File: config.mk
export PLATFORM = sky130hd
export DESIGN_NAME = instr_fetch
export DESIGN_NICKNAME = d
export VERILOG_FILES = /design/src/rtl/instr_fetch.sv
export SDC_FILE = /design/constraint.sdc
export NUM_CORES = 1
export LEC_CHECK = 0
export BUFFER_PORTS_ARGS = -buffer_cell sky130_fd_sc_hd__buf_2
export CORE_MARGIN = 2
export CORE_UTILIZATION = 50
export CTS_BUF_LIST = sky130_fd_sc_hd__clkbuf_8 sky130_fd_sc_hd__clkbuf_16
export CTS_CLUSTER_SIZE = 20
export DETAILED_ROUTE_END_ITERATION = 16
export GPL_TIMING_DRIVEN = 1
export PLACE_DENSITY_LB_ADDON = 0.12
export RECOVER_POWER = 100
export SKIP_LAST_GASP = 1
export SLEW_MARGIN = 10
export SYNTH_ARGS = -nofsm -noshare
export SYNTH_HDL_FRONTEND = slang
export SYNTH_SLANG_ARGS = --single-unit
File: constraint.sdc
create_clock -name clk -period 7.05 [get_ports clk]
set_input_delay 1.7625 -clock clk [delete_from_list [all_inputs] [get_ports clk]]
set_output_delay 1.7625 -clock clk [all_outputs]
set_load 0.02 [all_outputs]
File: src/rtl/instr_fetch.sv
`timescale 1ns/1ps
// instr_fetch: instruction-fetch stage with a small prefetch queue.
//
// It fetches words from instruction memory over a req/ack handshake. Each
// returned word is stored in a DEPTH-entry queue together with its PC. The
// head of the queue goes to decode. A redirect flushes the queue and
// restarts fetching at a new PC.
//
// Handshakes:
//   imem_req/imem_ack: a fetch completes on a rising edge where imem_req=1
//     and imem_ack=1. imem_addr is held stable while imem_req=1 until that
//     edge. imem_ack is ignored while imem_req=0.
//   valid/ready: decode takes the head entry on a rising edge where
//     valid=1 and ready=1.
//
// Ports:
//   clk, reset            rising-edge clock, asynchronous active-high reset
//   imem_req/addr         fetch request and word-aligned address
//   imem_ack/rdata        memory accept and returned instruction word
//   redirect/redirect_pc  one-cycle flush pulse and new fetch PC (bits[1:0] dropped)
//   valid/ready           decode handshake on the queue head
//   instr/pc/pcplus4      head instruction (nop when empty), its PC (0 when empty), PC+4
//   state_dbg             fetch FSM state: 0=IDLE, 1=REQ, 2=KILL
module instr_fetch #(
  parameter logic [31:0] RESET_PC = 32'h0000_0000,
  parameter int          DEPTH    = 2
) (
  input  logic        clk,
  input  logic        reset,
  output logic        imem_req,
  output logic [31:0] imem_addr,
  input  logic        imem_ack,
  input  logic [31:0] imem_rdata,
  input  logic        redirect,
  input  logic [31:0] redirect_pc,
  output logic        valid,
  input  logic        ready,
  output logic [31:0] instr,
  output logic [31:0] pc,
  output logic [31:0] pcplus4,
  output logic [1:0]  state_dbg
);

  localparam int PW = (DEPTH > 1) ? $clog2(DEPTH) : 1;
  localparam int CW = PW + 1;
  localparam logic [CW-1:0] DEPTH_C = CW'(DEPTH);

  typedef enum logic [1:0] {
    IDLE = 2'd0,
    REQ  = 2'd1,
    KILL = 2'd2
  } state_t;

  state_t        state, state_n;
  logic [31:0]   fetch_pc, fetch_pc_n;
  // Address of the request still in flight when a redirect hit it. The
  // redirect moves fetch_pc at once, but the bus address must not change
  // until that stale request is acked.
  logic [31:0]   kill_addr, kill_addr_n;
  logic [31:0]   q_pc    [DEPTH];
  logic [31:0]   q_instr [DEPTH];
  logic [PW-1:0] rd_ptr, rd_ptr_n, wr_ptr, wr_ptr_n;
  logic [CW-1:0] count, count_n, count_popped;
  logic          ack_fire, pop, push;

  assign imem_req  = (state != IDLE);
  assign imem_addr = (state == KILL) ? kill_addr : fetch_pc;
  assign valid     = (count != '0);
  assign instr     = valid ? q_instr[rd_ptr] : 32'h0000_0013;
  assign pc        = valid ? q_pc[rd_ptr] : 32'h0000_0000;
  assign pcplus4   = pc + 32'd4;
  assign state_dbg = state;

  always_comb begin
    ack_fire     = imem_req & imem_ack;
    pop          = valid & ready;
    push         = (state == REQ) & ack_fire & ~redirect;
    count_popped = count - CW'(pop);
    state_n      = state;
    fetch_pc_n   = fetch_pc;
    kill_addr_n  = kill_addr;
    rd_ptr_n     = rd_ptr + PW'(pop);
    wr_ptr_n     = wr_ptr + PW'(push);
    count_n      = count_popped + CW'(push);

    if (redirect) begin
      // A pop in this cycle is still seen by decode, but the queue is emptied anyway.
      fetch_pc_n = redirect_pc & 32'hFFFF_FFFC;
      count_n    = '0;
      rd_ptr_n   = '0;
      wr_ptr_n   = '0;
      if (imem_req && !imem_ack) begin
        // A request is still outstanding. Its data is discarded when it is
        // acked. Coming from KILL, the address in flight is already kill_addr.
        state_n = KILL;
        if (state == REQ) kill_addr_n = fetch_pc;
      end else begin
        // The bus is free, either idle or finishing this edge. Any acked word
        // is dropped, and fetching restarts at the target.
        state_n = REQ;
      end
    end else begin
      case (state)
        IDLE: if (count_popped < DEPTH_C) state_n = REQ;
        REQ: begin
          if (ack_fire) begin
            fetch_pc_n = fetch_pc + 32'd4;
            state_n    = (count_n < DEPTH_C) ? REQ : IDLE;
          end
        end
        KILL: if (ack_fire) state_n = REQ;
        default: state_n = IDLE;
      endcase
    end
  end

  always_ff @(posedge clk or posedge reset) begin
    if (reset) begin
      state     <= IDLE;
      fetch_pc  <= RESET_PC;
      kill_addr <= RESET_PC;
      rd_ptr    <= '0;
      wr_ptr    <= '0;
      count     <= '0;
    end else begin
      state     <= state_n;
      fetch_pc  <= fetch_pc_n;
      kill_addr <= kill_addr_n;
      rd_ptr    <= rd_ptr_n;
      wr_ptr    <= wr_ptr_n;
      count     <= count_n;
    end
  end

  // Queue storage needs no reset. An entry is only read after it has been written.
  always_ff @(posedge clk) begin
    if (push) begin
      q_pc[wr_ptr]    <= fetch_pc;
      q_instr[wr_ptr] <= imem_rdata;
    end
  end

endmodule

=== Yosys cells after proc, flatten, opt, wreduce, memory -nomap -nowiden ===
Memories as Yosys holds them, arrays and structs flattened.
Cells that the tools add are included.

* Output and inout port bits: 132
* Bits in writable memories: 128
* Flip-flop bits (word level): 70
* Memories kept: 2

{| class="wikitable"
|+ Memory list
! name !! depth !! bits a word !! read ports !! clocked after Yosys merged registers in !! wr ports !! line !! text
|-
| q_instr || 2 || 32 || 1 || 0 || 1 || 61 || <nowiki>logic [31:0] q_instr [DEPTH];</nowiki>
|-
| q_pc || 2 || 32 || 1 || 0 || 1 || 60 || <nowiki>logic [31:0] q_pc [DEPTH];</nowiki>
|}

* Reduce and logical (&&, ||, !) cells: 10
* Bitwise logic cells: 5
* Add/subtract/negate cells: 6
* Magnitude comparators: 2
* Multiplexer cells: 18
* Equal/unequal tests: 5

{| class="wikitable"
|+ Operators with widths
! cell !! count
|-
| 32-bit two-way mux || 6
|-
| 32-bit by 3-bit adder with 32-bit output (second input constant) || 2
|-
| 2-bit two-way mux || 6
|-
| 3-bit != test (second input constant) || 3
|-
| 2-bit nonzero test || 4
|-
| 2-bit one-hot mux with 3 select lines || 1
|-
| 3-bit AND reduction || 2
|-
| 1-bit two-way mux || 5
|-
| 1-bit AND || 4
|-
| 2-bit less-than comparator (second input constant) || 2
|-
| 1-bit adder || 2
|-
| 2-bit by 1-bit adder with 2-bit output || 1
|-
| 2-bit by 1-bit equality test with 1-bit output (second input constant) || 1
|-
| 2-bit equality test (second input constant) || 1
|-
| 2-bit logical NOT || 1
|-
| 2-bit AND reduction || 1
|-
| 2-bit by 1-bit subtractor with 2-bit output || 1
|-
| 1-bit logical AND || 1
|-
| 1-bit logical NOT || 1
|-
| 1-bit NOT || 1
|}

=== Depth between registers and ports, before layout ===
* Depth after elaboration: 10
* Gate-level depth with buffers: 13

=== Least setup slack after synthesis ===
OpenSTA, ideal clock, no wires.

* Path kind: register to output
* From: reg rd_ptr
* To: out pcplus4[28]
* Arrival time: 2.926 ns
* Required time: 5.287 ns
* Slack: 2.361 ns
* Stages on the path, launching flop included: 14
* Path buffers: 4
* Path through: dfrtp_1 -> buf_6 -> buf_8 -> buf_4 -> buf_2 -> mux2_2 -> nand2_1 -> inv_1 -> ha_1 -> inv_1 -> a211oi_2 -> nand4_4 -> nor3_1 -> xor2_1

* Word-level cells in the longest chain between the ends: 3

{| class="wikitable"
|+ Ends and longest elaborated chain
! what !! line !! text
|-
| start, declared || 62 || <nowiki>logic [PW-1:0] rd_ptr, rd_ptr_n, wr_ptr, wr_ptr_n;</nowiki>
|-
| start signal, assigned || 129 || <nowiki>rd_ptr <= rd_ptr_n;</nowiki>
|-
| memory 2 x 32 bit || -- ||
|-
| 32-bit two-way mux || 70 || <nowiki>assign pc = valid ? q_pc[rd_ptr] : 32'h0000_0000;</nowiki>
|-
| net pc[2] || 39 || <nowiki>output logic [31:0] pc,</nowiki>
|-
| 32-bit by 3-bit adder with 32-bit output || 71 || <nowiki>assign pcplus4 = pc + 32'd4;</nowiki>
|-
| end, declared || 40 || <nowiki>output logic [31:0] pcplus4,</nowiki>
|}

The timed path passes the listed nets, and every way through them passes these cells.

=== Worst setup path after layout ===
* From: reg count[1]
* To: out pcplus4[18]

* Word-level cells in the longest chain between the ends: 3

{| class="wikitable"
|+ Ends and longest elaborated chain
! what !! line !! text
|-
| start, declared || 63 || <nowiki>logic [CW-1:0] count, count_n, count_popped;</nowiki>
|-
| start signal, assigned || 131 || <nowiki>count <= count_n;</nowiki>
|-
| 2-bit nonzero test || 68 || <nowiki>assign valid = (count != '0);</nowiki>
|-
| 32-bit two-way mux || 70 ||
|-
| 32-bit by 3-bit adder with 32-bit output || 71 ||
|}

No other way between the ends.

==> out/metrics.csv <==
stage,metric,value,unit
timing,period_share,85.6,%
yosys,ys_seq_area_share,58.3,%
clocking,cts.sinks,190,
routing,dr_total_vias,6180,
placement,hpwl,14600,um
routing,viasPerCell,5.40,
final_layout,final_core_util,59.3,%
global_routing,grt_pass1_wl,32800,um
final_layout,final_nets,978,
setup_path,slowest_stage,clkbuf_2,
yosys,ys_ff_latch,190,
yosys,ys.flop_type,edfxtp_1,
setup_path,cp_top_family,simple AND/OR/NAND/NOR gates,
global_routing,grt_usage,21.2,%
outcome,violations,"max-capacitance violations, max-slew violations",
yosys,synth.distinct_cells,51,
clocking,post_cts_buffers,0,
setup_path,path_common_cell,nor2_1,
power_and_ir_drop,power_density,377,nW/um2
hold_path,min_path_type,flip-flop to flip-flop,
global_routing,grt_overflow_total,0,
timing,finalHoldViolations,0,
setup_path,crit_required,5.29,ns
routing,drcViolationCount,0,
clocking,clock_latency,0.43,ns
timing,maxSlewHeadroom,-134,%
setup_path,crit_fanout,57,
yosys,netlist_area,9220,um2
timing,setup_violations,0,
timing,timing.final.crit_period,6.03,ns
floorplanning,ios,201,
clocking,clockBufferDepth,2,
global_routing,grt_pass1_vias,6243,
setup_path,crit_chain,"nor2_1, clkbuf_2, nor2_1, nand4_4, nor2_1, xnor2_1, clkbuf_1",
setup_path,critical_path_class,flip-flop to output port,
power_and_ir_drop,ir_drop,0.000313,V
floorplanning,rows,49,
setup_path,critPathMaxStageDelay,1.15,ns
setup_path,worstPathArrival,4.27,ns
clocking,clk_pin_slew_worst_paths,0.07,ns
clocking,numCtsBuffers,17,
routing,wirelength,20600,um
placement,placement.cell_area,10300,um2
floorplanning,die_w,140,um
routing,wl_per_cell,18.0,um
clocking,cts_tree,yes,
final_layout,drive_gt1_share,20.0,%
clocking,post_cts_resize_count,0,
floorplanning,coreArea,18000,um2
placement,routabilityCongestion,0.822,
timing,worst_slew_pin_slew,3.51,ns
flow_run,max-cap-violations,5,
routing,ant_nets,0,
yosys,synth_edf_count,124,
timing,fin_skew,0.0103,ns
timing,rsz0062_at_grt,no,
power_and_ir_drop,power.leakage,0.00398,uW
floorplanning,start_util,51.1,%
global_routing,antenna_found_initial,0,
timing,slew_viol_final,192,
routing,drtPass1Iterations,5,
clocking,hold_buffers,0,
floorplanning,chipHeight,140,um
routing,drt_iter0_markers,398,
placement,port_buffers,192,
yosys,synth-async-reset-ratio,34.7,%
setup_path,startpoint_type,flip-flop,
outcome,status,"complete, but fails checks",
final_layout,area_growth,15.9,%
final_layout,seqCellArea,5380,um2
final_layout,multi_input_area,3550,um2
yosys,syn_avg_cell_area,12.8,um2
setup_path,end_kind,output port,
floorplanning,dieArea,19500,um2
timing,fmax,0.166,GHz
timing,tns,0,ns
final_layout,diodes,0,
final_layout,design_area,10700,um2
global_routing,grt_max_degree,67,
setup_path,crit_buf_inv,2,
clocking,cts_max_level,4,
yosys,syn_inst,719,
clocking,cts-root-buf,clkbuf_16,
yosys,yosys_warnings,0,
final_layout,fillCellCount,1572,
==> logic make-up after synthesis <==
kind of cell / after synthesis / synth area share, %
flip-flops: 190 / 58.3
multiplexers: 129 / 14.9
buffers and inverters: 58 / 3.23
AO/OA/AOI/OAI: 40 / 2.99
AND/OR/NAND/NOR: 235 / 14.0
XOR/XNOR: 60 / 5.70
adder cells (fa/ha/maj): 6 / 0.814
other: 1 / 0.0407
==> worst reg2reg max path: stages, from the launching register on <==
cell      delay, ns
dfrtp_1        0.45
nand3b_4       0.27
nor2_1         0.23
ha_1           1.19
clkbuf_2       0.87
==> layout by cell type, fill, tap and decap left out, types with 2 or more instances in the layout <==
| master | Yosys | final |
|---|---|---|
| clkbuf_1 | 10 | 132 |
| edfxtp_1 | 124 | 124 |
| nor2_1 | 75 | 80 |
| dfrtp_1 | 66 | 65 |
| buf_2 | 12 | 64 |
| mux2i_1 | 62 | 62 |
| mux2_2 | 58 | 55 |
| nand2_1 | 55 | 55 |
| xor2_1 | 41 | 41 |
| nand3_1 | 30 | 30 |
| o21ai_0 | 17 | 29 |
| inv_1 | 18 | 21 |
| xnor2_1 | 19 | 19 |
| clkbuf_16 | 0 | 19 |
| nand4_1 | 14 | 14 |
| nor3_1 | 12 | 12 |
| mux2_1 | 8 | 11 |
| nand3b_1 | 9 | 9 |
| ha_1 | 6 | 6 |
| conb_1 | 1 | 6 |
| nor3_2 | 5 | 5 |
| nor4_2 | 5 | 5 |
| nand4_2 | 3 | 3 |
| a211oi_4 | 3 | 3 |
| and2_1 | 3 | 3 |
| nor4_1 | 3 | 3 |
| clkinv_2 | 0 | 3 |
| clkbuf_2 | 1 | 3 |
| nand3b_4 | 2 | 2 |
| nor4_4 | 2 | 2 |
| a211oi_2 | 2 | 2 |
| nand4_4 | 2 | 2 |
| a21oi_1 | 2 | 2 |
| nor2b_1 | 2 | 2 |
| clkbuf_8 | 0 | 2 |
| inv_4 | 0 | 2 |
==> cells in the mapped netlist (all sizes together) (10+ instances only) <==
cell type / number / share of area [%]
inv: 18 / 0.73
edfxtp: 124 / 40
nor2: 80 / 3.4
nand3: 31 / 1.7
clkbuf: 11 / 0.46
nor3: 17 / 1.2
xnor2: 19 / 1.8
nand4: 19 / 1.8
nor4: 10 / 1.3
nand3b: 11 / 1.2
nand2: 55 / 2.2
o21ai: 30 / 1.6
xor2: 41 / 3.9
dfrtp: 66 / 18
buf: 29 / 2.0
mux2i: 63 / 6.9
mux2: 66 / 8.1
==> state kept, by name, indices dropped and copies added (netlist names) <==
register / flops
q_instr: 64
q_pc: 60
fetch_pc: 30
kill_addr: 30
count: 2
state_dbg: 2
rd_ptr: 1
wr_ptr: 1
==> per-stage QoR <==
step	instances	worst slack [ns]	total power [uW]	hold slack, ns
4_1_cts	1145	1.54	4140	0.491
6_report	1145	1.02	4030	0.486
3_3_place_gp	1113	2.09	3200	0.463
3_5_place_dp	1113	1.99	3240	0.476
2_1_floorplan	724	2.36	2730	0.437
5_1_grt	1145	0.681	4240	0.517
==> final timing paths <==
| check | from | endpoint | slack, ns | cells after the start |
|---|---|---|---|---|
| min in group asynchronous | reset | kill_addr[9] | 2.67 | 3 |
| max reg2reg | state_dbg[1] | q_pc[1][15] | 3.65 | 4 |
| max in group asynchronous | reset | rd_ptr | 1.91 | 3 |
| min | kill_addr[8] | kill_addr[8] | 0.49 | 1 |
| max | count[1] | pcplus4[18] | 1.02 | 7 |
| min reg2reg | kill_addr[8] | kill_addr[8] | 0.49 | 1 |
==> report_power, final <==
part,switching [uW],internal [uW],total (uW)
clock,398,508,907
sequential,159,1370,1530
combinational,1090,502,1590
==> area by class of cell <==
type                    instances  share of cell area, %
repair buffers                200                   7.85
well taps                     229                   2.68
clock inverters                11                  0.597
multi-input cells             476                   33.2
clock buffers                  21                   4.71
flip-flops and latches        190                   50.3
inverters                      18                  0.632
==> routing by layer <==
| metal | wire, um | global-route usage (%) | share of wire, % | vias up |
|---|---|---|---|---|
| met1 | 9560 | 29.7 | 46 | 3020 |
| met2 | 9570 | 33.9 | 47 | 195 |
| li1 | - | - | - | 2943 |
| met5 | 0 | 0 | 0 | - |
| met4 | 262 | 6.11 | 1.3 | 0 |
| met3 | 1170 | 4.27 | 5.7 | 22 |
Note: power is estimated with default switching activity, not from simulation.
